<file path="config.mk">
export PLATFORM = sky130hd
export DESIGN_NAME = mem_fill_ctrl
export DESIGN_NICKNAME = d
export VERILOG_FILES = /design/src/rtl/mem_fill_pkg.sv /design/src/rtl/mem_fill_addr_cnt.sv /design/src/rtl/mem_fill_ctrl.sv
export SDC_FILE = /design/constraint.sdc
export NUM_CORES = 1
export LEC_CHECK = 0
export BUFFER_PORTS_ARGS = -buffer_cell sky130_fd_sc_hd__buf_4
export CORE_ASPECT_RATIO = 1.25
export CORE_MARGIN = 1
export CORE_UTILIZATION = 45
export CTS_BUF_LIST = sky130_fd_sc_hd__clkbuf_8
export DETAILED_ROUTE_END_ITERATION = 10
export PLACE_DENSITY = 0.7
export SLEW_MARGIN = 20
export SYNTH_ARGS = -nofsm -noshare
export SYNTH_HDL_FRONTEND = slang
export SYNTH_SLANG_ARGS = --single-unit
</file>
<file path="constraint.sdc">
create_clock -name clk -period 3.5 [get_ports clk]
set_input_delay 0.175 -clock clk [delete_from_list [all_inputs] [get_ports clk]]
set_output_delay 0.175 -clock clk [all_outputs]
set_load 0.02 [all_outputs]
</file>
<file path="src/rtl/mem_fill_pkg.sv">
// Shared types and constants for the sample-memory fill controller.
// Also imported by the min/max scan FSM bench.
package mem_fill_pkg;

   localparam int unsigned FILL_DEPTH  = 1024;
   localparam int unsigned FILL_ADDR_W = 10;

   typedef enum logic [2:0] {
      IDLE  = 3'd0,
      ARM   = 3'd1,
      FILL  = 3'd2,
      FLUSH = 3'd3,
      DONE  = 3'd4
   } fill_state_t;

   // States in which a fill is in progress.
   function automatic logic is_busy(input fill_state_t s);
      return (s == ARM) || (s == FILL) || (s == FLUSH);
   endfunction

endpackage

</file>
<file path="src/rtl/mem_fill_addr_cnt.sv">
// Write-address counter and written-word counter for one memory fill.
// term_c flags the transfer that takes the address counter past DEPTH-1.
module mem_fill_addr_cnt
   import mem_fill_pkg::*;
#(
   parameter int unsigned DEPTH  = FILL_DEPTH,
   parameter int unsigned ADDR_W = FILL_ADDR_W
) (
   input  logic              clk,
   input  logic              rst,
   input  logic              clr,
   input  logic              inc,
   input  logic              wr_inc,
   output logic [ADDR_W-1:0] addr,
   output logic [ADDR_W:0]   fill_count,
   output logic              term_c
);

   localparam int unsigned       CNT_W     = ADDR_W + 1;
   localparam logic [ADDR_W-1:0] LAST_ADDR = ADDR_W'(DEPTH - 1);

   // Address of the next accepted word; advances once per transfer.
   always_ff @(posedge clk) begin
      if (rst) begin
         addr <= '0;
      end else if (clr) begin
         addr <= '0;
      end else if (inc) begin
         addr <= addr + ADDR_W'(1);
      end
   end

   // Words actually written to memory; holds its value after an abort.
   always_ff @(posedge clk) begin
      if (rst) begin
         fill_count <= '0;
      end else if (clr) begin
         fill_count <= '0;
      end else if (wr_inc) begin
         fill_count <= fill_count + CNT_W'(1);
      end
   end

   // Last word of the fill is being accepted this cycle.
   assign term_c = inc && (addr == LAST_ADDR);

endmodule

</file>
<file path="src/rtl/mem_fill_ctrl.sv">
// Write-side fill controller for the scan FSM's sample memory.
// Accepts a valid/ready stream after `load`, writes DEPTH words to
// addresses 0..DEPTH-1 with one cycle of latency, then pulses done and
// scan_start once the final write has landed.
// Build option: define MEM_FILL_CHECKSUM_EN to add the `checksum` output.
module mem_fill_ctrl
   import mem_fill_pkg::*;
#(
   parameter int unsigned DATA_W = 8,
   parameter int unsigned DEPTH  = FILL_DEPTH,
   parameter int unsigned ADDR_W = FILL_ADDR_W
) (
   input  logic                     clk,
   input  logic                     rst,
   input  logic                     load,
   input  logic                     abort,
   input  logic                     in_valid,
   input  logic [DATA_W-1:0]        in_data,
   output logic                     in_ready,
   output logic                     wr_en,
   output logic [ADDR_W-1:0]        wr_addr,
   output logic [DATA_W-1:0]        wr_data,
   output logic [ADDR_W:0]          fill_count,
   output logic                     busy,
   output logic                     done,
   output logic                     scan_start
`ifdef MEM_FILL_CHECKSUM_EN
   ,
   output logic [DATA_W+ADDR_W-1:0] checksum
`endif
);

   fill_state_t       state;
   fill_state_t       state_nxt;
   logic              xfer_c;
   logic              cnt_clr_c;
   logic              term_c;
   logic              busy_nxt_c;
   logic              done_nxt_c;
   logic [ADDR_W-1:0] cnt_addr;

   // Address and written-word counters.
   mem_fill_addr_cnt #(
      .DEPTH  (DEPTH),
      .ADDR_W (ADDR_W)
   ) u_addr_cnt (
      .clk        (clk),
      .rst        (rst),
      .clr        (cnt_clr_c),
      .inc        (xfer_c),
      .wr_inc     (wr_en),
      .addr       (cnt_addr),
      .fill_count (fill_count),
      .term_c     (term_c)
   );

   // State register.
   always_ff @(posedge clk) begin
      if (rst) begin
         state <= IDLE;
      end else begin
         state <= state_nxt;
      end
   end

   // Next-state logic; abort wins over every other condition.
   always_comb begin
      state_nxt = state;
      case (state)
         IDLE: begin
            if (load && !abort) begin
               state_nxt = ARM;
            end
         end
         ARM: begin
            state_nxt = abort ? IDLE : FILL;
         end
         FILL: begin
            if (abort) begin
               state_nxt = IDLE;
            end else if (term_c) begin
               state_nxt = FLUSH;
            end
         end
         FLUSH: begin
            state_nxt = abort ? IDLE : DONE;
         end
         DONE: begin
            state_nxt = IDLE;
         end
         default: begin
            state_nxt = IDLE;
         end
      endcase
   end

   // Output decode: ready masking plus next values of the status registers.
   always_comb begin
      in_ready   = 1'b0;
      cnt_clr_c  = 1'b0;
      busy_nxt_c = 1'b0;
      done_nxt_c = 1'b0;
      in_ready   = (state == FILL) && !abort;
      cnt_clr_c  = (state == ARM);
      busy_nxt_c = is_busy(state_nxt);
      done_nxt_c = (state_nxt == DONE);
   end

   assign xfer_c = in_valid && in_ready;

   // Registered write port and status outputs.
   always_ff @(posedge clk) begin
      if (rst) begin
         wr_en      <= 1'b0;
         wr_addr    <= '0;
         wr_data    <= '0;
         busy       <= 1'b0;
         done       <= 1'b0;
         scan_start <= 1'b0;
      end else begin
         wr_en <= xfer_c;
         if (xfer_c) begin
            wr_addr <= cnt_addr;
            wr_data <= in_data;
         end
         busy       <= busy_nxt_c;
         done       <= done_nxt_c;
         scan_start <= done_nxt_c;
      end
   end

`ifdef MEM_FILL_CHECKSUM_EN
   localparam int unsigned CSUM_W = DATA_W + ADDR_W;

   // Running sum of written words; wide enough for DEPTH maximal words.
   always_ff @(posedge clk) begin
      if (rst) begin
         checksum <= '0;
      end else if (cnt_clr_c) begin
         checksum <= '0;
      end else if (wr_en) begin
         checksum <= checksum + CSUM_W'(wr_data);
      end
   end
`endif

endmodule

</file>
After elaboration in Yosys (flattened, before gate mapping)
Index checks and enable logic that the tools add are counted.
{"block": "op_classes", "n_addsub": 2, "n_eq_ne": 8, "n_mux": 6, "n_reduce_logical": 9}
{"cell": "$eq A3 B2 Y1 const B", "count": 4}
{"cell": "$mux W3", "count": 4}
{"cell": "$pmux W3 S4", "count": 1}
{"cell": "$add A11 B1 Y11 const B", "count": 1}
{"cell": "$add A10 B1 Y10 const B", "count": 1}
{"cell": "$eq A10 B10 Y1 const B", "count": 1}
{"cell": "$eq A3 B1 Y1 const B", "count": 2}
{"cell": "$logic_and A1 B1 Y1", "count": 4}
{"cell": "$eq A3 B3 Y1 const B", "count": 1}
{"cell": "$logic_not A3 Y1", "count": 1}
{"cell": "$logic_or A1 B1 Y1", "count": 2}
{"cell": "$mux W2", "count": 1}
{"cell": "$reduce_or A2 Y1", "count": 1}
{"cell": "$logic_not A1 Y1", "count": 1}
{"block": "totals", "regBits": 45, "elab_cells": 33}

Logic depth before layout (Yosys ltp)
Gate-level depths: netlist of the first run.
{"block": "depth", "depth_word": 10, "mapped_depth": 7}

Hierarchy
Synthesis of the first run repeated with hierarchy kept, for this count alone.
{"block": "hier_totals", "hier_cells": 210, "area_unflattened_um2": 2029.4}
{"mod": "mem_fill_ctrl", "n_inst": 1, "cells_each": 104, "area_each_um2": 1077.3, "seq_area_each_um2": 480.5}
{"mod": "mem_fill_addr_cnt", "n_inst": 1, "cells_each": 106, "area_each_um2": 952.2, "seq_area_each_um2": 420.4}

Worst setup path before layout of the first run
Ideal clock, no wire load.
{"block": "synth_timing", "path_type": "register -> register", "start": "register state[0]", "end": "register u_addr_cnt.addr[9]", "setup_ps": 71, "arrival_ps": 1791, "slack_ps": 1638, "stages_incl_launch_ff": 7, "synth_period_minus_slack_ps": 1862, "path_cell_list": "dfxtp_1 > or4b_1 > buf_4 > clkinv_2 > nand2_2 > or4b_1 > a21oi_1"}
{"block": "synth_via", "elab_chain_cells": 3, "elab_cells_between_ends": 5, "cone_classes": "eq/ne: 2; reduce/logical: 3"}
{"element": "from (decl)", "line": "mem_fill_ctrl.sv:33", "rtl": "fill_state_t state;"}
{"element": "from (signal assigned)", "line": "mem_fill_ctrl.sv:62", "rtl": "state <= state_nxt;"}
{"element": "$eq A3 B2 Y1", "line": "mem_fill_ctrl.sv:103", "rtl": "in_ready = (state == FILL) && !abort;"}
{"element": "$logic_and A1 B1 Y1", "line": "mem_fill_ctrl.sv:103"}
{"element": "named net in_ready", "line": "mem_fill_ctrl.sv:19", "rtl": "output logic in_ready,"}
{"element": "$logic_and A1 B1 Y1", "line": "mem_fill_ctrl.sv:109", "rtl": "assign xfer_c = in_valid && in_ready;"}
{"element": "to (signal assigned)", "line": "mem_fill_addr_cnt.sv:29", "rtl": "addr <= addr + ADDR_W'(1);"}
{"element": "to (decl)", "line": "mem_fill_addr_cnt.sv:14", "rtl": "output logic [ADDR_W-1:0] addr,"}
The timed path passes the listed nets, and every way through them passes these cells.
A chain may end at the register's enable or synchronous reset.

Final worst setup path of the first run
{"block": "layout_timing", "start": "register state[0]", "end": "register u_addr_cnt.addr[9]"}
{"block": "layout_via", "elab_chain_cells": 3, "elab_cells_between_ends": 5, "cone_classes": "eq/ne: 2; reduce/logical: 3"}
{"element": "$eq A3 B2 Y1", "line": "mem_fill_ctrl.sv:103"}
{"element": "$logic_and A1 B1 Y1", "line": "mem_fill_ctrl.sv:103"}
{"element": "$logic_and A1 B1 Y1", "line": "mem_fill_ctrl.sv:109"}
Parallel ways exist; a longest one is shown, timed or not.

==> impl_metrics.csv, run 1 <==
group,metric,value,unit
status,outcome,"complete, but fails checks",
cells_and_area,fin_util,59.1,%
logic_synthesis,yosys_warnings,0,
detailed_routing,post-route-drc-count,4,
detailed_routing,viasPerCell,5.16,
grt,largest_net_degree_at_the_start_of_global_routing,24,
grt,first_global_vias,1245,
detailed_routing,first_iteration_detailed_routing_drc_count,71,
worst_setup_path,crit_path_max_fanout,22,
logic_synthesis,synth.ff_latch_count,45,
detailed_routing,detailroute.via_count,1516,
place,dp.final_hpwl,2290,um
timing,fmax,447,MHz
power,design_power_total,936,uW
detailed_routing,drt-pass1-iter-count,7,
min_path,hold_path.class,"primary input to flip-flop",
detailed_routing,drt-wirelength-per-cell,11.4,um
cts,cts-buffers-inserted,5,
grt,grt_pass1_wl,5480,um
logic_synthesis,synth.avg_cell_area,8.33,um2
place,gp_congestion,0.732,
logic_synthesis,syn_inst,211,
worst_setup_path,cp_slowest_stage_delay,0.69,ns
worst_setup_path,timing.critical_path.slowest_stage_cell,"sky130_fd_sc_hd__or4b_1",
power,power_per_unit_of_standard_cell_area,422,mW/mm2
timing,worst_slew_pin_slew,0.749,ns
worst_setup_path,cp_common_cell,"sky130_fd_sc_hd__or4b_1",
worst_setup_path,arrival,2.45,ns
worst_setup_path,timing.critical_path.cells,"or4b_1 -> clkinv_2 -> nand2_2 -> or4b_1 -> a21oi_1",
min_path,min-delay-start,"load",
timing,final-max-slew-violation-count,0,
cells_and_area,final_common_cell,"sky130_fd_sc_hd__nand2_1",
logic_synthesis,synth-seq-area-share,51.2,%
timing,clock_skew,0.00582,ns
cells_and_area,share_of_layout_cells_above_drive_strength_1,22.0,%
die,initial_utilization,46.8,%
logic_synthesis,net_count_after_synthesis,226,
detailed_routing,antenna_left,0,
cts,clockBufferDepth,2,
die,number_of_core_rows,25,
cells_and_area,final_instance_count_excl_fillers,294,
logic_synthesis,syn-cell-area,0.00176,mm2
timing,timing.hold.ws,0.102,ns
worst_setup_path,setup.worst_path.class,"flip-flop to flip-flop",
grt,global_route.usage.total,16.8,%
die,dieHeight,71.9,um
place,dp_cells,286,
timing,fin_crit_share,64.0,%
worst_setup_path,startpoint,"state[0]",
logic_synthesis,yosys.cell_types.count,27,
timing,fin_tns_setup,0,ns
worst_setup_path,critical_path_required,3.71,ns
cts,h-tree-depth,2,
cts,cts_hold_buf,0,
cts,tritoncts_clock_tree,"yes",
cells_and_area,layout_common_cells,"sky130_fd_sc_hd__nand2_1 (48), sky130_fd_sc_hd__buf_4 (46), sky130_fd_sc_hd__dfxtp_1 (45)",
cells_and_area,syn_to_final_growth,26.2,%
grt,antenna_found_initial,0,
place,io_buffers,46,
die,core_box_area,0.00375,mm2
die,die-width,57.9,um
worst_setup_path,worst_r2r_startpoint,"state[0]",
cts,path_clk_slew,0.08,ns
worst_setup_path,critical_path.startpoint_type,"flip-flop",
die,floorplan.die_area,0.00416,mm2
timing,grt_setup_unrepaired,"false",
grt,global_route.overflow_total,0,
cells_and_area,fillers,365,
timing,layout_min_cycle_time,2.24,ns
job,max-cap-violations,0,
cts,cts_repair_resize_count,0,
cts,post-cts-setup-buffer-count,0,
cts,clock_insertion_delay_worst_skew,0.29,ns
cts,clk_root_buffer_cell,"sky130_fd_sc_hd__clkbuf_8",
detailed_routing,drt-total-wl,3360,um
cells_and_area,finish.net_count,268,
worst_setup_path,worstSetupEndpointType,"flip-flop",
power,ir_drop,0.000373,V
cells_and_area,num_antenna_cells,0,
cts,clkSinkCount,45,
status,violations,"DRC",
timing,timing.final.setup_violations,0,
die,ioPinCount,47,
timing,finalHoldViolCount,0,
timing,timing.max_slew.rel_slack,50.1,%
power,p_leak,0.832,nW
cell families after synthesis:
logic type,after synthesis,share of synthesized area (%)
compound gates,28,8.33
xor+xnor,16,7.97
fa+ha+maj,2,1.42
buf+inv,16,4.06
flops,45,51.2
mux,1,0.569
simple gates,103,26.4
report_power, final:
| part | internal, mW | leakage (nW) | switching, mW |
|---|---|---|---|
| sequential | 0.513 | 0.363 | 0.00184 |
| clock | 0.230 | 0.0626 | 0.161 |
| combinational | 0.0135 | 0.406 | 0.0171 |
cell usage after synthesis:
| master | count | share of area (%) |
|---|---|---|
| sky130_fd_sc_hd__nand2_1 | 48 | 10 |
| sky130_fd_sc_hd__dfxtp_1 | 45 | 51 |
| sky130_fd_sc_hd__a21oi_1 | 23 | 6.5 |
| sky130_fd_sc_hd__nor2_1 | 23 | 4.9 |
| sky130_fd_sc_hd__xnor2_1 | 13 | 6.5 |
| sky130_fd_sc_hd__nor3_1 | 9 | 2.6 |
| sky130_fd_sc_hd__clkbuf_1 | 7 | 1.5 |
| sky130_fd_sc_hd__nand3_1 | 7 | 2.0 |
| sky130_fd_sc_hd__inv_1 | 4 | 0.85 |
| sky130_fd_sc_hd__nand4_1 | 4 | 1.4 |
| sky130_fd_sc_hd__o21ai_0 | 3 | 0.85 |
| sky130_fd_sc_hd__or3_1 | 3 | 1.1 |
| sky130_fd_sc_hd__xor2_1 | 3 | 1.5 |
| sky130_fd_sc_hd__buf_2 | 2 | 0.57 |
| sky130_fd_sc_hd__buf_4 | 2 | 0.85 |
| sky130_fd_sc_hd__ha_1 | 2 | 1.4 |
| sky130_fd_sc_hd__nor4_1 | 2 | 0.71 |
| sky130_fd_sc_hd__or4b_1 | 2 | 1.1 |
| sky130_fd_sc_hd__a21o_1 | 1 | 0.43 |
| sky130_fd_sc_hd__and2_1 | 1 | 0.36 |
| sky130_fd_sc_hd__clkinv_2 | 1 | 0.28 |
| sky130_fd_sc_hd__mux2i_1 | 1 | 0.57 |
| sky130_fd_sc_hd__nand2_2 | 1 | 0.36 |
| sky130_fd_sc_hd__nand4b_1 | 1 | 0.50 |
| sky130_fd_sc_hd__nor3b_1 | 1 | 0.43 |
| sky130_fd_sc_hd__nor4_2 | 1 | 0.71 |
| sky130_fd_sc_hd__o41ai_1 | 1 | 0.50 |
layout make-up:
cell class	instances	area (um2)	share of cell area [%]
repair buffers	46	345	15.6
inverters	5	20.0	0.902
flip-flops and latches	45	901	40.6
well taps	40	50.0	2.26
multi-input cells	150	786	35.4
clock inverters	2	33.8	1.52
clock buffers	6	82.6	3.72
sequential cells by signal (all words and copies together), names as in the netlist:
name / flops
busy: 1
scan_start: 1
state: 3
u_addr_cnt.addr: 10
u_addr_cnt.fill_count: 11
wr_addr: 10
wr_data: 8
wr_en: 1
metrics by stage:
stage | worst slack [ns] | area [um2]
2_1_floorplan | 1.64 | 1760
3_3_place_gp | 1.34 | 2100
3_5_place_dp | 1.32 | 2100
4_1_cts | 1.24 | 2220
5_1_grt | 1.13 | 2220
6_report | 1.26 | 2220
path summary, 6_finish.rpt:
check	endpoint	slack, ns	cells past startpoint
setup reg to reg	u_addr_cnt.addr[9]	1.26	5
setup / recovery	u_addr_cnt.addr[9]	1.26	5
hold / removal	state[0]	0.10	3
hold reg to reg	wr_addr[2]	0.46	2
worst max-delay path, delay by kind of cell (launching register included):
family | cells | cell delay (ns)
buffers and inverters | 1 | 0.11
AO/OA/AOI/OAI | 1 | 0.17
AND/OR/NAND/NOR | 3 | 1.51
flip-flops | 1 | 0.36
layer usage:
layer  track usage, %  part of all wire, %  up-vias
li1                 -                    -      782
met1             23.2                   48      697
met2             25.5                   47       35
met3             4.33                  4.4        2
met4             5.56                 0.63        0
met5                0                    0        -
Power figures use the tool's default switching activity.
==> inputs of run 2 (changes only) <==
--- a/config.mk
+++ b/config.mk
@@ -11,7 +11,7 @@
 export CORE_UTILIZATION = 45
 export CTS_BUF_LIST = sky130_fd_sc_hd__clkbuf_8
 export DETAILED_ROUTE_END_ITERATION = 10
-export PLACE_DENSITY = 0.7
+export PLACE_DENSITY = 0.73
 export SLEW_MARGIN = 20
 export SYNTH_ARGS = -nofsm -noshare
 export SYNTH_HDL_FRONTEND = slang
==> constraint.sdc (replaced) <==
create_clock -name clk -period 1.9 [get_ports clk]
set_input_delay 0.095 -clock clk [delete_from_list [all_inputs] [get_ports clk]]
set_output_delay 0.095 -clock clk [all_outputs]
set_load 0.02 [all_outputs]
==> run 2 against run 1 <==
  * The flow still finishes with violations (DRC)
  * Non-clock buffer count is 8 higher
  * Count of clock-buffer cells in the layout did not move
  * Clock skew grew 0.0061 ns
  * Worst setup slack worse by 1.1 ns
  * Register-to-register slack worse by 1.1 ns
  * Cell count is 2.7% higher
  * Largest power group unchanged
  * Global-route usage increased by 0.90 points
  * Routed wire length is 0.74% higher
  * Sequential power is 84% higher
==> impl_metrics.csv, run 2 (synthesis results as in run 1) <==
group,metric,value,unit
detailed_routing,first_iteration_detailed_routing_drc_count,50,
timing,grt_setup_unrepaired,"false",
grt,grt_pass1_wl,5670,um
detailed_routing,post-route-drc-count,3,
worst_setup_path,arrival,1.95,ns
power,power_per_unit_of_standard_cell_area,757,mW/mm2
timing,timing.hold.ws,0.0356,ns
power,p_leak,0.871,nW
worst_setup_path,r2r-end,"u_addr_cnt.addr[9]",
die,die-width,57.9,um
grt,antenna_found_initial,0,
timing,finalHoldViolCount,0,
die,dieHeight,71.9,um
timing,fin_tns_setup,0,ns
detailed_routing,antenna_left,0,
cells_and_area,largest_register,"u_addr_cnt.fill_count",
worst_setup_path,reg2reg_slack,0.16,ns
detailed_routing,viasPerCell,5.01,
cells_and_area,layout_common_cells,"sky130_fd_sc_hd__buf_4 (54), sky130_fd_sc_hd__nand2_1 (48), sky130_fd_sc_hd__dfxtp_1 (45)",
cts,clock_insertion_delay_worst_skew,0.29,ns
cells_and_area,share_of_layout_cells_above_drive_strength_1,24.4,%
worst_setup_path,critical_path_required,2.11,ns
cells_and_area,reg.largest.list,"u_addr_cnt.fill_count x11, u_addr_cnt.addr x10, wr_addr x10",
worst_setup_path,reg2reg_depth,5,
grt,first_global_vias,1357,
cts,cts-buffers-inserted,5,
timing,layout_min_cycle_time,1.74,ns
worst_setup_path,setup.worst_path.class,"flip-flop to flip-flop",
power,ir_drop,0.000517,V
die,ioPinCount,47,
cts,cts_hold_buf,0,
grt,global_route.usage.total,17.7,%
grt,largest_net_degree_at_the_start_of_global_routing,24,
cts,clockBufferDepth,2,
detailed_routing,detailroute.via_count,1514,
cts,cts_repair_resize_count,0,
timing,fin_crit_share,91.6,%
die,core_box_area,0.00375,mm2
detailed_routing,drt-wirelength-per-cell,11.2,um
cts,path_clk_slew,0.07,ns
cts,tritoncts_clock_tree,"yes",
cells_and_area,fillers,357,
power,design_power_total,1.72,mW
worst_setup_path,worstSetupEndpointType,"flip-flop",
place,dp_slack,0.186,ns
timing,clock_skew,0.0119,ns
die,floorplan.die_area,0.00416,mm2
cells_and_area,num_antenna_cells,0,
min_path,min-delay-start,"load",
cts,h-tree-depth,2,
die,initial_utilization,46.8,%
worst_setup_path,critical_path.startpoint_type,"flip-flop",
min_path,hold_path.class,"primary input to flip-flop",
detailed_routing,drt-total-wl,3380,um
worst_setup_path,startpoint,"state[2]",
die,number_of_core_rows,25,
place,gp_congestion,0.834,
cts,post-cts-setup-buffer-count,0,
cts,clk_root_buffer_cell,"sky130_fd_sc_hd__clkbuf_8",
cells_and_area,finish.net_count,276,
timing,worst_slew_pin_slew,0.317,ns
worst_setup_path,worst_r2r_startpoint,"state[2]",
timing,final-max-slew-violation-count,0,
timing,postLayoutSetupSlackWorst,0.159,ns
worst_setup_path,crit_path_max_fanout,4,
cells_and_area,final_common_cell,"sky130_fd_sc_hd__buf_4",
status,outcome,"complete, but fails checks",
timing,timing.final.setup_violations,0,
grt,global_route.overflow_total,0,
cells_and_area,syn_to_final_growth,29.6,%
cells_and_area,largest_register_ff_count,11,
place,dp.final_hpwl,2410,um
cts,clkSinkCount,45,
status,violations,"DRC",
job,max-cap-violations,0,
timing,fmax,574,MHz
worst_setup_path,termination_of_the_worst_setup_path,"u_addr_cnt.addr[9]",
place,io_buffers,46,
timing,timing.max_slew.rel_slack,78.7,%
detailed_routing,drt-pass1-iter-count,10,
run 2: cell count changes in the layout (fill, tap and decap cells not counted), sizes merged:
cell  previous run  this run
buf             46        54
run 2: per-layer routing:
metal	global-route usage (%)	part of all wire, %
met1	21.3	45
met2	29.6	49
met3	4.15	4.5
met4	7.94	1.1
met5	0	0
run 2: metrics by stage:
stage | cells | cell area, um2 | utilization (%)
final | 302 | 2280 | 60.7
after global routing | 302 | 2280 | 60.7
after CTS | 302 | 2280 | 60.7
after detailed placement | 294 | 2160 | 57.6
after global placement | 294 | 2160 | 57.6
after floorplan | 211 | 1760 | -
run 2: how the worst min path moves through the flow:
stage | to | cells after the start
finish | state[0] | 3
global route | state[0] | 3
CTS | state[0] | 3
floorplan | state[0] | 2
detailed placement | state[0] | 3
global placement | state[0] | 3
run 2: where the power goes:
part / switching, mW / leakage [nW] / internal, mW
logic: 0.0338 / 0.445 / 0.0294
clock network: 0.290 / 0.0626 / 0.423
registers: 0.00182 / 0.363 / 0.946
run 2: final cells by class:
| cell class | count | area [um2] | area share, % |
|---|---|---|---|
| sequential | 45 | 901 | 39.5 |
| multi-input combinational | 150 | 786 | 34.5 |
| timing repair buffer | 54 | 405 | 17.8 |
| clock buffer | 6 | 82.6 | 3.62 |
| tap | 40 | 50.0 | 2.20 |
| clock inverter | 2 | 33.8 | 1.48 |
| inverter | 5 | 20.0 | 0.879 |
run 2: critical path, stage by stage (launching register included):
cell and delay (ns):
sky130_fd_sc_hd__dfxtp_1 0.33, sky130_fd_sc_hd__or4b_1 0.55, sky130_fd_sc_hd__clkinv_2 0.09, sky130_fd_sc_hd__nand2_2 0.07, sky130_fd_sc_hd__or4b_1 0.49, sky130_fd_sc_hd__a21oi_1 0.14
==> inputs of run 3 (changes only) <==
--- a/config.mk
+++ b/config.mk
@@ -11,6 +11,7 @@
 export CORE_UTILIZATION = 45
 export CTS_BUF_LIST = sky130_fd_sc_hd__clkbuf_8
 export DETAILED_ROUTE_END_ITERATION = 10
+export GPL_ROUTABILITY_DRIVEN = 0
 export PLACE_DENSITY = 0.73
 export SLEW_MARGIN = 20
 export SYNTH_ARGS = -nofsm -noshare
==> constraint.sdc (replaced) <==
create_clock -name clk -period 1.9 [get_ports clk]
set_input_delay 0.475 -clock clk [delete_from_list [all_inputs] [get_ports clk]]
set_output_delay 0.475 -clock clk [all_outputs]
set_load 0.02 [all_outputs]
==> run 3 against run 2 <==
  * The run still ends with DRC left
  * Flip-flop and latch count is the same
  * Power fell by 8.6%
  * Routed wire length fell by 0.77%
  * Worst hold slack better by 0.37 ns
  * Cell area is 0.27% higher
  * Non-clock buffer count rose by 2
  * Critical path depth fell by 2
  * Combinational power grew 4.4%
  * Via count grew 0.66%
  * Register-to-register slack lost 0.06 ns
  * Clock skew decreased by 0.0040 ns
  * Clock power fell by 21%
  * Critical path type is now flip-flop to output pin
  * Highest routed layer unchanged
==> impl_metrics.csv, run 3 (synthesis results as in run 1) <==
group,metric,value,unit
power,portion_of_total_power_attributed_to_sequential_cells,60.2,%
grt,antenna_found_initial,0,
cells_and_area,final_common_cell,"sky130_fd_sc_hd__buf_4",
power,power_report.internal_total,1.23,mW
power,logic_gate_share_of_total_power,4.2,%
cts,h-tree-depth,2,
min_path,hold_path.class,"primary input to flip-flop",
timing,postLayoutSetupSlackWorst,0.0868,ns
detailed_routing,drt-total-wl,3360,um
cts,clkSinkCount,45,
worst_setup_path,worstSetupEndpointType,"output pin",
worst_setup_path,critPathTopFamily,"simple AND/OR/NAND/NOR gates",
cts,tritoncts_clock_tree,"yes",
cells_and_area,largest_register_ff_count,11,
detailed_routing,detailroute.via_count,1524,
detailed_routing,first_iteration_detailed_routing_drc_count,71,
cells_and_area,largest_register,"u_addr_cnt.fill_count",
cells_and_area,layout_common_cells,"sky130_fd_sc_hd__buf_4 (54), sky130_fd_sc_hd__nand2_1 (48), sky130_fd_sc_hd__dfxtp_1 (44)",
detailed_routing,viasPerCell,5.01,
cts,clockBufferDepth,2,
die,number_of_core_rows,25,
detailed_routing,post-route-drc-count,4,
timing,final-max-slew-violation-count,0,
timing,layout_min_cycle_time,1.81,ns
detailed_routing,antenna_left,0,
worst_setup_path,critical_path.startpoint_type,"flip-flop",
detailed_routing,drt-wirelength-per-cell,11.0,um
grt,global_route.usage.total,17.4,%
timing,finalHoldViolCount,0,
power,power_per_unit_of_standard_cell_area,689,mW/mm2
die,floorplan.die_area,0.00416,mm2
grt,first_global_vias,1274,
cts,path_clk_slew,0.08,ns
grt,grt_pass1_wl,5590,um
worst_setup_path,timing.critical_path.cells,"or4b_4 -> clkinv_4 -> buf_6",
power,ir_drop,0.000612,V
die,dieHeight,71.9,um
cts,clk_root_buffer_cell,"sky130_fd_sc_hd__clkbuf_8",
grt,largest_net_degree_at_the_start_of_global_routing,24,
timing,clock_skew,0.00786,ns
timing,grt_setup_unrepaired,"false",
timing,timing.hold.ws,0.404,ns
status,violations,"DRC",
cts,cts-buffers-inserted,5,
die,die-width,57.9,um
worst_setup_path,setup.worst_path.class,"flip-flop to output pin",
timing,fmax,552,MHz
cells_and_area,syn_to_final_growth,30.0,%
power,switching_power,348,uW
worst_setup_path,timing.critical_path.slowest_stage_cell,"sky130_fd_sc_hd__or4b_4",
cells_and_area,reg.largest.list,"u_addr_cnt.fill_count x11, u_addr_cnt.addr x10, wr_addr x10",
cells_and_area,finish.net_count,278,
power,p_leak,0.871,nW
worst_setup_path,critPathBufInv,2,
cells_and_area,num_antenna_cells,0,
die,core_box_area,0.00375,mm2
place,dp_slack,-0.0439,ns
power,clk_pwr_share,35.6,%
die,initial_utilization,46.8,%
status,outcome,"complete, but fails checks",
worst_setup_path,cp_slowest_stage_delay,0.55,ns
cts,clock_insertion_delay_worst_skew,0.30,ns
die,ioPinCount,47,
worst_setup_path,crit_path_max_fanout,2,
timing,worst_slew_pin_slew,0.386,ns
job,max-cap-violations,0,
timing,timing.final.setup_violations,0,
worst_setup_path,critical_path_required,1.42,ns
worst_setup_path,arrival,1.34,ns
timing,timing.max_slew.rel_slack,74.0,%
timing,fin_crit_share,95.4,%
power,swShare,22.1,%
grt,global_route.overflow_total,0,
cells_and_area,fin_util,60.9,%
cells_and_area,share_of_layout_cells_above_drive_strength_1,25.8,%
place,io_buffers,46,
place,dp.final_hpwl,2330,um
detailed_routing,drt-pass1-iter-count,7,
## run 3: cell type report
| type | instances | area [um2] |
|---|---|---|
| clock inverter | 3 | 13.8 |
| sequential | 45 | 902 |
| clock buffer | 5 | 68.8 |
| timing repair buffer | 56 | 437 |
| inverter | 5 | 23.8 |
| multi-input combinational | 150 | 790 |
| fill | 372 | 1470 |
| tap | 40 | 50.0 |
## run 3: routing by layer
metal	up-vias	global-route usage, %	share of wire (%)
li1	805	-	-
met1	678	23.1	46
met2	36	26.4	47
met3	5	3.79	4.6
met4	0	8.73	2.0
met5	-	0	0
## run 3: power by group through the flow
stage / logic [mW] / clock network, mW / registers (mW)
after floorplan: 0.0261 / 0 / 0.973
after global placement: 0.0663 / 0 / 0.970
after detailed placement: 0.0663 / 0 / 0.970
after CTS: 0.0673 / 0.576 / 0.948
after global routing: 0.0730 / 0.607 / 0.948
final: 0.0660 / 0.561 / 0.948
## run 3: metrics by stage
step	cell area [um2]	std cells	power, mW	TNS [ns]
after floorplan	1770	211	1.00	0
after global placement	2190	295	1.04	-0.0440
after detailed placement	2190	295	1.04	-0.0799
after CTS	2280	304	1.59	0
after global routing	2280	304	1.63	0
final	2280	304	1.58	0
## run 3: worst register-to-register path: stages (launching register included)
cell and delay (ns):
sky130_fd_sc_hd__dfxtp_2 0.32, sky130_fd_sc_hd__or4b_4 0.55, sky130_fd_sc_hd__buf_4 0.16, sky130_fd_sc_hd__buf_4 0.15, sky130_fd_sc_hd__nor4_1 0.31, sky130_fd_sc_hd__xnor2_1 0.16
sky130_fd_sc_hd__nor2_1 0.05
## run 3: worst paths after layout
check        startpoint                 end  slack [ns]  depth (start not counted)
max            state[0]            in_ready        0.09                          3
min reg2reg  wr_addr[1]          wr_addr[1]        0.46                          2
min                load            state[0]        0.40                          3
max reg2reg    state[0]  u_addr_cnt.addr[7]        0.10                          6
## run 3: what timing repair did
action / CTS / global route
hold buffers: 0 / 0
resized for setup: 2 / 0
setup endpoints to repair: 1 / 0
setup buffers: 2 / 0
